**src/rtl/filtr_pkg.sv**
```systemverilog
// ---------------------------------------------------------------------------
// filtr_pkg
// Shared definitions for the adaptive-filter sequencer slice:
//   - state_t        : sequencer states (IDLE, LOAD, FILT, ADAPT, OUT)
//   - DATA_SIZE_DEF  : default sample / result width
//   - TIMEOUT_CYC_DEF: default hang limit for the FILT / ADAPT waits
//   - is_drop_state  : states in which a new strobe is dropped (overrun)
//   - is_wait_state  : states waiting on a datapath completion pulse
// ---------------------------------------------------------------------------
package filtr_pkg;

    localparam int DATA_SIZE_DEF   = 24;
    localparam int TIMEOUT_CYC_DEF = 4096;

    typedef enum logic [2:0] {
        ST_IDLE  = 3'd0,
        ST_LOAD  = 3'd1,
        ST_FILT  = 3'd2,
        ST_ADAPT = 3'd3,
        ST_OUT   = 3'd4
    } state_t;

    // A strobe is only accepted in IDLE or OUT; anywhere else it is lost.
    function automatic logic is_drop_state(input state_t s);
        return (s == ST_LOAD) || (s == ST_FILT) || (s == ST_ADAPT);
    endfunction

    function automatic logic is_wait_state(input state_t s);
        return (s == ST_FILT) || (s == ST_ADAPT);
    endfunction

endpackage

```
**src/rtl/filtr_strobe_sync.sv**
```systemverilog
// ---------------------------------------------------------------------------
// filtr_strobe_sync
// Brings the (possibly asynchronous) sample strobe into the clk domain with a
// two-flop synchroniser and emits a one-cycle pulse on its rising edge.
// Ports:
//   clk          in  system clock
//   reset        in  asynchronous active-high reset
//   sample_async in  raw strobe, at least two clk periods wide
//   rise         out one-cycle pulse, high the cycle after the strobe is
//                    seen by the second synchroniser stage
// ---------------------------------------------------------------------------
module filtr_strobe_sync (
    input  logic clk,
    input  logic reset,
    input  logic sample_async,
    output logic rise
);

    logic s1_reg;
    logic s2_reg;
    logic s3_reg;

    always_ff @(posedge clk or posedge reset) begin
        if (reset) begin
            s1_reg <= 1'b0;
            s2_reg <= 1'b0;
            s3_reg <= 1'b0;
        end else begin
            s1_reg <= sample_async;
            s2_reg <= s1_reg;
            s3_reg <= s2_reg;
        end
    end

    // s3 is only an edge-history register; s1/s2 form the synchroniser.
    assign rise = s2_reg & ~s3_reg;

endmodule

```
**src/rtl/filtr_sekwencer.sv**
```systemverilog
// ---------------------------------------------------------------------------
// filtr_sekwencer
// Per-sample sequencer sitting above the adaptive filter core. For each
// synchronised sample strobe it captures data_in, pulses filt_start, waits
// for filt_done, optionally runs a coefficient update (adapt_start /
// adapt_done) and publishes the result with a one-cycle data_valid.
// Strobes arriving while the datapath is busy are counted as overruns.
//
// Build option: define FILTR_TIMEOUT_EN to add a hang timer on the FILT and
// ADAPT waits; otherwise those waits are unbounded and err_timeout is 0.
//
// Ports:
//   clk, reset        clock / asynchronous active-high reset
//   sample, data_in   strobe (async) and the sample it qualifies
//   adapt_en          run a coefficient update after this filter pass
//   ovr_clr           clears overrun and ovr_cnt (wins over a same-cycle drop)
//   filt_start/filt_x start pulse and captured sample to the filter core
//   filt_done/filt_y  completion pulse and result from the filter core
//   adapt_start/done  coefficient update handshake
//   data_out/valid    last published result and its update pulse
//   busy              sequencer not idle
//   overrun, ovr_cnt  sticky drop flag and saturating drop count
//   sample_cnt        published-sample count (wraps)
//   err_timeout       sticky hang flag
// ---------------------------------------------------------------------------
module filtr_sekwencer
    import filtr_pkg::*;
#(
    parameter int DATA_SIZE   = DATA_SIZE_DEF,
    parameter int CNT_W       = 16,
    parameter int OVR_W       = 8,
    parameter int TIMEOUT_CYC = TIMEOUT_CYC_DEF
) (
    input  logic                 clk,
    input  logic                 reset,
    input  logic                 sample,
    input  logic [DATA_SIZE-1:0] data_in,
    input  logic                 adapt_en,
    input  logic                 ovr_clr,
    output logic                 filt_start,
    output logic [DATA_SIZE-1:0] filt_x,
    input  logic                 filt_done,
    input  logic [DATA_SIZE-1:0] filt_y,
    output logic                 adapt_start,
    input  logic                 adapt_done,
    output logic [DATA_SIZE-1:0] data_out,
    output logic                 data_valid,
    output logic                 busy,
    output logic                 overrun,
    output logic [OVR_W-1:0]     ovr_cnt,
    output logic [CNT_W-1:0]     sample_cnt,
    output logic                 err_timeout
);

    state_t               state_reg;
    state_t               state_next;
    logic                 rise;
    logic                 capture;
    logic                 drop;
    logic                 timeout_hit;
    logic                 adapt_first_reg;
    logic [DATA_SIZE-1:0] filt_x_reg;
    logic [DATA_SIZE-1:0] data_out_reg;
    logic                 overrun_reg;
    logic [OVR_W-1:0]     ovr_cnt_reg;
    logic [CNT_W-1:0]     sample_cnt_reg;

    filtr_strobe_sync u_sync (
        .clk          (clk),
        .reset        (reset),
        .sample_async (sample),
        .rise         (rise)
    );

    // A strobe in OUT is accepted directly, so back-to-back samples need
    // not pass through IDLE.
    assign capture = rise && ((state_reg == ST_IDLE) || (state_reg == ST_OUT));
    assign drop    = rise && is_drop_state(state_reg);

    // ---------------- state register ----------------
    always_ff @(posedge clk or posedge reset) begin
        if (reset) state_reg <= ST_IDLE;
        else       state_reg <= state_next;
    end

    // ---------------- next-state logic ----------------
    // Completion pulses are only looked at in their own wait state; a done
    // arriving in the same cycle as a timeout takes priority.
    always_comb begin
        state_next = state_reg;
        case (state_reg)
            ST_IDLE:  if (rise) state_next = ST_LOAD;
            ST_LOAD:  state_next = ST_FILT;
            ST_FILT: begin
                if (filt_done)        state_next = adapt_en ? ST_ADAPT : ST_OUT;
                else if (timeout_hit) state_next = ST_IDLE;
            end
            ST_ADAPT: begin
                if (adapt_done)       state_next = ST_OUT;
                else if (timeout_hit) state_next = ST_IDLE;
            end
            ST_OUT:   state_next = rise ? ST_LOAD : ST_IDLE;
            default:  state_next = ST_IDLE;
        endcase
    end

    // ---------------- output logic ----------------
    always_comb begin
        filt_start  = (state_reg == ST_LOAD);
        adapt_start = (state_reg == ST_ADAPT) && adapt_first_reg;
        data_valid  = (state_reg == ST_OUT);
        busy        = (state_reg != ST_IDLE);
    end

    // ---------------- datapath / counters ----------------
    always_ff @(posedge clk or posedge reset) begin
        if (reset) begin
            adapt_first_reg <= 1'b0;
            filt_x_reg      <= '0;
            data_out_reg    <= '0;
            overrun_reg     <= 1'b0;
            ovr_cnt_reg     <= '0;
            sample_cnt_reg  <= '0;
        end else begin
            // Marks the first ADAPT cycle so adapt_start is a single pulse.
            adapt_first_reg <= (state_reg == ST_FILT) && (state_next == ST_ADAPT);

            if (capture) filt_x_reg <= data_in;

            if ((state_reg == ST_FILT) && filt_done) data_out_reg <= filt_y;

            if (state_reg == ST_OUT) sample_cnt_reg <= sample_cnt_reg + CNT_W'(1);

            if (ovr_clr) begin
                overrun_reg <= 1'b0;
                ovr_cnt_reg <= '0;
            end else if (drop) begin
                overrun_reg <= 1'b1;
                if (ovr_cnt_reg != '1) ovr_cnt_reg <= ovr_cnt_reg + OVR_W'(1);
            end
        end
    end

    assign filt_x     = filt_x_reg;
    assign data_out   = data_out_reg;
    assign overrun    = overrun_reg;
    assign ovr_cnt    = ovr_cnt_reg;
    assign sample_cnt = sample_cnt_reg;

`ifdef FILTR_TIMEOUT_EN
    localparam int TMO_W = $clog2(TIMEOUT_CYC + 1);

    logic [TMO_W-1:0] tmo_cnt_reg;
    logic             err_timeout_reg;

    // Fires in the TIMEOUT_CYC-th consecutive cycle of a wait state.
    assign timeout_hit = is_wait_state(state_reg) &&
                         (tmo_cnt_reg == TMO_W'(TIMEOUT_CYC - 1));

    always_ff @(posedge clk or posedge reset) begin
        if (reset) begin
            tmo_cnt_reg     <= '0;
            err_timeout_reg <= 1'b0;
        end else begin
            // Any state change (including FILT -> ADAPT) restarts the count.
            if (state_next != state_reg)       tmo_cnt_reg <= '0;
            else if (is_wait_state(state_reg)) tmo_cnt_reg <= tmo_cnt_reg + TMO_W'(1);

            // The only way out of a wait state to IDLE is the timeout.
            if (is_wait_state(state_reg) && (state_next == ST_IDLE))
                err_timeout_reg <= 1'b1;
        end
    end

    assign err_timeout = err_timeout_reg;
`else
    // The limit only matters for the timer build; kept so both builds share
    // one parameter list.
    localparam int unsigned timeout_cyc_unused = TIMEOUT_CYC;

    assign timeout_hit = 1'b0;
    assign err_timeout = 1'b0;
`endif

endmodule

```
**config.mk**
```make
export PLATFORM = sky130hd
export DESIGN_NAME = filtr_sekwencer
export DESIGN_NICKNAME = d
export VERILOG_FILES = /design/src/rtl/filtr_pkg.sv /design/src/rtl/filtr_strobe_sync.sv /design/src/rtl/filtr_sekwencer.sv
export SDC_FILE = /design/constraint.sdc
export NUM_CORES = 1
export LEC_CHECK = 0
export BUFFER_PORTS_ARGS = -buffer_cell sky130_fd_sc_hd__buf_2
export CAP_MARGIN = 15
export CORE_MARGIN = 2
export CORE_UTILIZATION = 48
export DETAILED_ROUTE_END_ITERATION = 8
export HOLD_SLACK_MARGIN = 0.05
export PLACE_DENSITY = 0.8
export SLEW_MARGIN = 25
export SYNTH_ARGS = -nofsm -noshare
export SYNTH_HDL_FRONTEND = slang
export SYNTH_SLANG_ARGS = --single-unit
export TNS_END_PERCENT = 50
```
**constraint.sdc**
```tcl
create_clock -name clk -period 2.8 [get_ports clk]
set_input_delay 0.28 -clock clk [delete_from_list [all_inputs] [get_ports clk]]
set_output_delay 0.28 -clock clk [all_outputs]
set_load 0.05 [all_outputs]
```
==> results of run 1 <==
worst register-to-register path, stage by stage (launching register included):
cell and delay [ns]:
dfrtp_1 0.58, nor2_2 0.17, or4b_4 0.55, or4_1 0.47, a21oi_1 0.15
stage by stage:
step | worst slack (ns) | instance area (um^2) | std cells
final | 0.8137 | 4305 | 469
after global routing | 0.6330 | 4305 | 469
after CTS | 0.7946 | 4305 | 469
after detailed placement | 0.8410 | 4035 | 452
after global placement | 0.8883 | 4035 | 452
after floorplan | 0.4683 | 3279 | 246
path summary, 6_finish.rpt:
path                                         startpoint                       to  slack (ns)  cells past startpoint
worst max-delay path             state_reg[0]$_DFF_PP0_               data_valid        0.81                      4
worst min-delay path                              reset   filt_x[23]$_DFFE_PP0P_        0.04                      2
worst max register to register   state_reg[0]$_DFF_PP0_   ovr_cnt[4]$_DFFE_PP0P_        0.81                      4
worst min register to register  u_sync.s1_reg$_DFF_PP0_  u_sync.s2_reg$_DFF_PP0_        0.35                      0
max in group asynchronous                         reset   ovr_cnt[6]$_DFFE_PP0P_        2.11                      3
min in group clk                             adapt_done   state_reg[1]$_DFF_PP0_        0.17                      2
placed cells by master (no fill, tap or decap), drive strengths merged, types with 2 or more instances in the layout:
cell type / count
nand4: 4
clkinv: 2
nor3b: 2
inv: 4
nor2: 17
a21oi: 4
nor2b: 3
dfrtp: 80
a31oi: 4
bufinv: 4
a211oi: 4
nand3: 6
or3: 2
nand2: 11
mux2: 51
and2: 3
nand2b: 4
clkbuf: 11
nor4: 3
ha: 2
xor2: 9
xnor2: 6
nor3: 5
buf: 134
report_power, final:
group / total [W] / internal [W] / switching [W]
Combinational: 0.00261 / 0.000723 / 0.00189
Sequential: 0.00180 / 0.00156 / 0.000245
Clock: 0.00108 / 0.000685 / 0.000398
metal layers:
layer	vias up	track usage, %	wire [um]
met3	9	6.095	364
met5	-	0	0
met4	0	5.966	71
li1	1139	-	-
met1	1182	23.49	2833
met2	83	29.79	3392
cell type report:
cell class	count	area (um^2)	share of cell area [%]
sequential	80	2002	46.50
multi-input combinational	153	1222	28.39
inverter	5	20.02	0.4650
clock buffer	11	131.4	3.051
timing repair buffer	135	700.7	16.27
tap	80	100.1	2.325
clock inverter	5	128.9	2.993
kinds of logic after synthesis:
kind of cell    count (synthesis)  synth area share, %
xor+xnor                       15                4.006
compound gates                 17                3.434
fa+ha+maj                       2               0.7629
simple gates                   66                10.87
flops                          80                61.05
buf+inv                        13                1.946
mux                            52                17.82
other cells                     1               0.1144
==> impl_metrics.toml, run 1 <==
[yosys]
synthTopCellsByArea = "dfrtp_1 (61%), mux2_2 (18%), xor2_1 (2.4%)"
syn_nets = 303
synth-seq-cells = 80
synth.top_cell.area_share_pct = 61.05
async_flop_share_pct = 100.0
yosysTopAreaCell = "dfrtp_1"
synth_cells = 246
ys.flop_type = "dfrtp_1"
avgSynthCellArea_um2 = 13.33
synthTopCellsByCount = "dfrtp_1 (80), mux2_2 (51), nor2_1 (16)"
syn-cell-area_um2 = 3279
yosys.cell_types.count = 38
yosysMostFrequentCell = "dfrtp_1"
yosysWarnings = 0
synth_edf_count = 0
ys_seq_area_share_pct = 61.05

[route]
wl_per_cell_um = 14.20
drtIter0Drc = 77
final_antenna_net_count = 0
vias_per_cell = 5.145
vias = 2413
first_pass_iters = 4
wirelength_mm = 6.661
drcViolationCount = 0

[finish]
drive_above_1_share_pct = 53.21
finalCoreUtilization_pct = 64.08
syn2layout_area_growth_pct = 31.29
diodes = 0
nets = 441
num-fill-cells = 519

[timing]
finalMaxSlewViolations = 0
finClkSkew_ns = 0.008682
max-slew-margin-rel_pct = 49.70
finalSetupViolCount = 0
tns_ns = 0
finalHoldViolCount = 0
fmax_ghz = 0.5034
rsz0062_at_grt = "false"
min_period_ns = 1.986
worst_slew_pin_slew_ns = 0.7536
holdWs_ns = 0.04095
finalCritPeriodShare_pct = 70.94

[clock_network]
clk_pin_slew_worst_paths_ns = 0.08
cts.sinks = 80
ctsRootBufferMaster = "clkbuf_8"
clk_path_buf_depth = 2
cts_tree = "built"
clk_latency_ns = 0.34
cts_max_level = 3
holdBufCountCts = 1
numCtsBuffers = 9
cts_resized = 0
cts_setup_buffers = 0

[flow_run]
cap_violations = 0

[worst_setup_path]
start_kind = "flip-flop"
critPathMaxFanout = 11
cp-end-kind = "output pin"
path_class = "flip-flop to output pin"
cp.required_ns = 2.52
path_cells = "nor2_2 > nand2_1 > inv_1 > buf_2"
cp_top_family = "simple AND/OR/NAND/NOR gates"
crit_buf_inv = 2
max_stage_delay_ns = 0.52
arrival_ns = 1.71
critPathSlowestCell = "dfrtp_1"

[die]
fp-row-count = 30
io-pin-count = 133
core-area_um2 = 6719
die_y_um = 86.66
die_width_um = 86.66
die-area_um2 = 7509
initial_core_util_pct = 48.81

[global_routing]
first_global_vias = 2307
grt_usage_pct = 18.43
grt_antenna_before_repair = 0
grt_max_degree = 45
grt.overflow.total = 0
grt_pass1_wl_mm = 10.78

[run_status]
status = "complete, no violations"

[power_and_ir_drop]
p_per_area_nw_per_um2 = 1277
irDropWorstVdd_v = 0.0007897
report.power.total_w = 0.005496
p_leak_nw = 2.143

[hold_path]
hold_path.class = "input pin to asynchronous set/reset pin"

[placement]
place_congestion = 0.8467
port_buffers = 131
hpwl_mm = 4.905
Power figures use the tool's default switching activity.
==> inputs of run 2 (changes only) <==
Clock period 2.8 ns to 1.9 ns, I/O delays scaled along.
==> run 2 against run 1 <==
  * Utilization up 0.34 points
  * Die area unchanged
  * Clock skew down 0.0034 ns
  * Critical path depth down 1
  * Final cell count up 1.5%
  * Final area up 0.52%
  * First-iteration DRC count up 21%
  * Largest power group unchanged
==> impl_metrics.toml, run 2 (same netlist as run 1, synthesis figures left out) <==
[run_status]
status = "complete, no violations"

[clock_network]
cts_resized = 0
cts_max_level = 3
clk_path_buf_depth = 2
ctsRootBufferMaster = "clkbuf_8"
cts.sinks = 80
clk_latency_ns = 0.33
cts_setup_buffers = 0
cts_tree = "built"
holdBufCountCts = 2
clk_pin_slew_worst_paths_ns = 0.08
numCtsBuffers = 9

[global_routing]
grt_max_degree = 49
first_global_vias = 2421
grt_antenna_before_repair = 0
grt_pass1_wl_mm = 11.21
grt.overflow.total = 0
grt_usage_pct = 19.36

[die]
die_width_um = 86.66
io-pin-count = 133
core-area_um2 = 6719
initial_core_util_pct = 48.81
fp-row-count = 30
die_y_um = 86.66
die-area_um2 = 7509

[finish]
drive_above_1_share_pct = 53.79
multiInputGateArea_um2 = 1222
nets = 448
regArea_um2 = 2002
final_cell_area_um2 = 4328
num-fill-cells = 531
diodes = 0
finalCoreUtilization_pct = 64.41
final_common_cell = "buf_2"
fin_cells = 476
syn2layout_area_growth_pct = 31.97
final_cell_mix = "buf_2 (131), dfrtp_1 (80), mux2_2 (51), nor2_1 (15), nand2_1 (11)"

[timing]
rsz0062_at_grt = "false"
finalMaxSlewViolations = 0
max-slew-margin-rel_pct = 60.11
worst_slew_pin_slew_ns = 0.5983
min_period_ns = 1.785
finClkSkew_ns = 0.005313
fmax_ghz = 0.5603
finalHoldViolCount = 0
finalSetupViolCount = 0
finalCritPeriodShare_pct = 93.94
holdWs_ns = 0.08129

[worst_setup_path]
critPathSlowestCell = "or3_2"
crit_buf_inv = 2
path_cells = "buf_4 > or3_2 > buf_2"
arrival_ns = 1.59
cp.required_ns = 1.71
start_kind = "flip-flop"
cp_top_family = "simple AND/OR/NAND/NOR gates"
max_stage_delay_ns = 0.47
path_class = "flip-flop to output pin"
critPathMaxFanout = 10
cp-end-kind = "output pin"

[route]
wl_per_cell_um = 14.68
vias_per_cell = 5.057
drtIter0Drc = 93
vias = 2407
final_antenna_net_count = 0
drcViolationCount = 0
first_pass_iters = 4
wirelength_mm = 6.987

[placement]
place_congestion = 0.7784
placedInstanceArea_um2 = 4095
place_inst = 458
port_buffers = 131
hpwl_mm = 5.138

[flow_run]
cap_violations = 0

[power_and_ir_drop]
p_per_area_nw_per_um2 = 1834
irDropWorstVdd_v = 0.001201
report.power.total_w = 0.007936
p_leak_nw = 2.150

[hold_path]
hold_path.class = "input pin to flip-flop"
==> run 2: cell types whose count changed in the layout (fill, tap and decap cells not counted), sizes merged <==
cell,change
buf,+6
bufinv,-2
clkinvlp,+2
dlygate4sd3,+1
==> run 2: power by group <==
part           internal [W]  switching, W  leakage [nW]
sequential          0.00230      0.000350         0.999
combinational       0.00112       0.00283          1.05
clock              0.000742      0.000594         0.104
==> run 2: path summary, 6_finish.rpt <==
kind / startpoint / to / slack [ns] / cells after the start
worst max register to register: state_reg[2]$_DFF_PP0_ / ovr_cnt[0]$_DFFE_PP0P_ / 0.12 / 3
max in group asynchronous: reset / overrun$_DFFE_PP0P_ / 0.90 / 4
worst min register to register: u_sync.s1_reg$_DFF_PP0_ / u_sync.s2_reg$_DFF_PP0_ / 0.36 / 0
min in group asynchronous: reset / filt_x[4]$_DFFE_PP0P_ / 0.51 / 4
worst min-delay path: filt_y[20] / data_out[20]$_DFFE_PP0P_ / 0.08 / 2
worst max-delay path: state_reg[0]$_DFF_PP0_ / busy / 0.12 / 3
==> run 2: worst register-to-register path, stage by stage (launching register included) <==
cell	delay, ns
dfrtp_1	0.49
or3_2	0.53
a31oi_1	0.27
mux2_2	0.38
==> run 2: per-layer routing <==
metal	up-vias	part of all wire, %	track usage [%]
met5	-	0	0
met4	0	1.0	5.966
met3	7	8.9	8.762
met2	85	50	30.84
met1	1168	40	23.68
li1	1147	-	-
==> run 2: final cells by class <==
class	count	area share [%]
clock buffer	11	3.036
clock inverter	5	1.879
inverter	5	0.5204
multi-input combinational	153	28.25
sequential	80	46.26
tap	80	2.313
timing repair buffer	142	17.75
==> run 2: through the flow <==
step	worst slack (ns)	setup TNS (ns)
floorplan	-0.2169	-0.2169
global placement	0.1725	0
detailed placement	0.1334	0
CTS	0.08660	0
global route	0.004260	0
finish	0.1152	0
==> inputs of run 3 (changes only) <==
Settings changed: BUFFER_PORTS_ARGS -buffer_cell sky130_fd_sc_hd__buf_2 to not set, CORE_UTILIZATION 48 to 62, DONT_BUFFER_PORTS set to 1, PLACE_DENSITY 0.8 to 0.78.
==> run 3 against run 2 <==
  * Critical path depth increased by 1
  * Sequential share of layout area decreased by 0.34 points
  * Combinational power is 59% lower
  * Utilization grew 21 points
  * First-iteration DRC count fell by 8.6%
  * Global-route usage rose by 9.5 points
  * Critical path type is now flip-flop to flip-flop
  * Critical endpoint is now ovr_cnt[4]$_DFFE_PP0P_
  * Highest routed layer unchanged
==> impl_metrics.toml, run 3 (same netlist as run 1, synthesis figures left out) <==
[flow_run]
cap_violations = 0

[timing]
fmax_ghz = 0.5652
rsz0062_at_grt = "false"
tns_ns = 0
finClkSkew_ns = 0.004549
finalSetupViolCount = 0
finalCritPeriodShare_pct = 93.12
finalMaxSlewViolations = 0
min_period_ns = 1.769
finalHoldViolCount = 0
max-slew-margin-rel_pct = 65.62
worst_slew_pin_slew_ns = 0.5158

[power_and_ir_drop]
irDropWorstVdd_v = 0.001540
p_per_area_nw_per_um2 = 1722
p_leak_nw = 1.920

[run_status]
status = "complete, no violations"

[route]
drcViolationCount = 0
drtIter0Drc = 85
final_antenna_net_count = 0
wirelength_mm = 8.082
first_pass_iters = 4
wl_per_cell_um = 19.66
vias_per_cell = 5.606
vias = 2304

[global_routing]
first_global_vias = 2469
grt_pass1_wl_mm = 12.71
grt_max_degree = 81
grt_antenna_before_repair = 0
grt.overflow.total = 0
grt_usage_pct = 28.88

[clock_network]
numCtsBuffers = 9
cts.sinks = 80
cts_max_level = 3
ctsRootBufferMaster = "clkbuf_8"
cts_tree = "built"
clk_latency_ns = 0.35
clk_pin_slew_worst_paths_ns = 0.08
clk_path_buf_depth = 2

[worst_setup_path]
cp-end-kind = "flip-flop"
cp_top_family = "simple AND/OR/NAND/NOR gates"
max_stage_delay_ns = 0.51
arrival_ns = 2.05
path_class = "flip-flop to flip-flop"
critPathSlowestCell = "or4b_4"
start_kind = "flip-flop"
crit_buf_inv = 0
critPathMaxFanout = 5
reg2reg_depth = 4
cp.required_ns = 2.18
path_cells = "nand2b_1 > or4b_4 > or4_1 > a21oi_1"
cp.depth = 4

[finish]
syn2layout_area_growth_pct = 33.04
fin_cells = 411
drive_above_1_share_pct = 32.84
num-fill-cells = 254
nets = 393
final_cell_mix = "dfrtp_1 (79), dlygate4sd3_1 (53), mux2_2 (51), buf_4 (31), nor2_1 (15)"
final_common_cell = "dfrtp_1"
diodes = 0

[die]
core-area_um2 = 5107
die_y_um = 76.73
initial_core_util_pct = 64.21
fp-row-count = 26
die_width_um = 76.73
die-area_um2 = 5887
io-pin-count = 133

[hold_path]
whs_path_depth = 2
hold_path.class = "input pin to flip-flop"

[placement]
place_congestion = 0.8528
hpwl_mm = 4.581
place_inst = 342
port_buffers = 0
## run 3: changes by cell type in the layout (fill, tap and decap cells not counted), sizes merged
cell	previous run	this run
buf	140	34
clkbuf	11	9
clkinvlp	2	5
dlygate4sd3	2	53
bufinv	2	1
## run 3: path summary, 6_finish.rpt
kind                                         start                 endpoint  slack (ns)
max                        u_sync.s3_reg$_DFF_PP0_   ovr_cnt[4]$_DFFE_PP0P_        0.13
min                                        ovr_clr   ovr_cnt[0]$_DFFE_PP0P_        0.08
max reg2reg                u_sync.s3_reg$_DFF_PP0_   ovr_cnt[4]$_DFFE_PP0P_        0.13
min reg2reg                u_sync.s1_reg$_DFF_PP0_  u_sync.s2_reg$_DFF_PP0_        0.36
max in group asynchronous                    reset   state_reg[1]$_DFF_PP0_        1.14
min in group asynchronous                    reset    filt_x[5]$_DFFE_PP0P_        0.44
## run 3: what timing repair did
item | 4_1_cts | 5_1_grt
endpoints found under the setup margin | 0 | 2
hold buffers | 53 | 0
hold endpoints to repair | 141 | 0
buffers inserted | 0 | 0
gates resized for setup | 0 | 2
## run 3: layout make-up
class	count	area, um^2	share of cell area [%]
repair buffers	87	823.3	18.87
well taps	70	87.58	2.007
clock buffers	9	123.9	2.839
multi-input cells	153	1227	28.13
flip-flops and latches	80	2003	45.91
clock inverters	7	71.32	1.635
inverters	5	26.28	0.6022
## run 3: power breakdown
part           switching, W  internal [W]  total [W]
clock network      0.000653      0.000606    0.00126
registers           0.00239       0.00227    0.00466
logic              0.000773      0.000824    0.00160
total               0.00382       0.00370    0.00751
## run 3: per-stage QoR
step / hold slack (ns) / cell area [um^2] / power, W / worst slack [ns] / util, %
3_3_place_gp: 0.2091 / 3632 / 0.006024 / 0.1816 / 71.12
6_report: 0.08111 / 4363 / 0.007514 / 0.1307 / 85.42
3_5_place_dp: 0.2215 / 3632 / 0.006113 / 0.09971 / 71.12
5_1_grt: 0.08459 / 4363 / 0.007754 / 0.05501 / 85.42
2_1_floorplan: 0.2214 / 3283 / 0.005664 / -0.2169 / -
4_1_cts: 0.07661 / 4358 / 0.007429 / 0.03669 / 85.33
## run 3: routing by layer
metal / GRT usage (%) / up-vias / wire length, um
li1: - / 1040 / -
met1: 31.45 / 1141 / 2844
met2: 50.44 / 102 / 4420
met3: 9.294 / 21 / 546
met4: 14.55 / 0 / 271
met5: 0 / - / 0
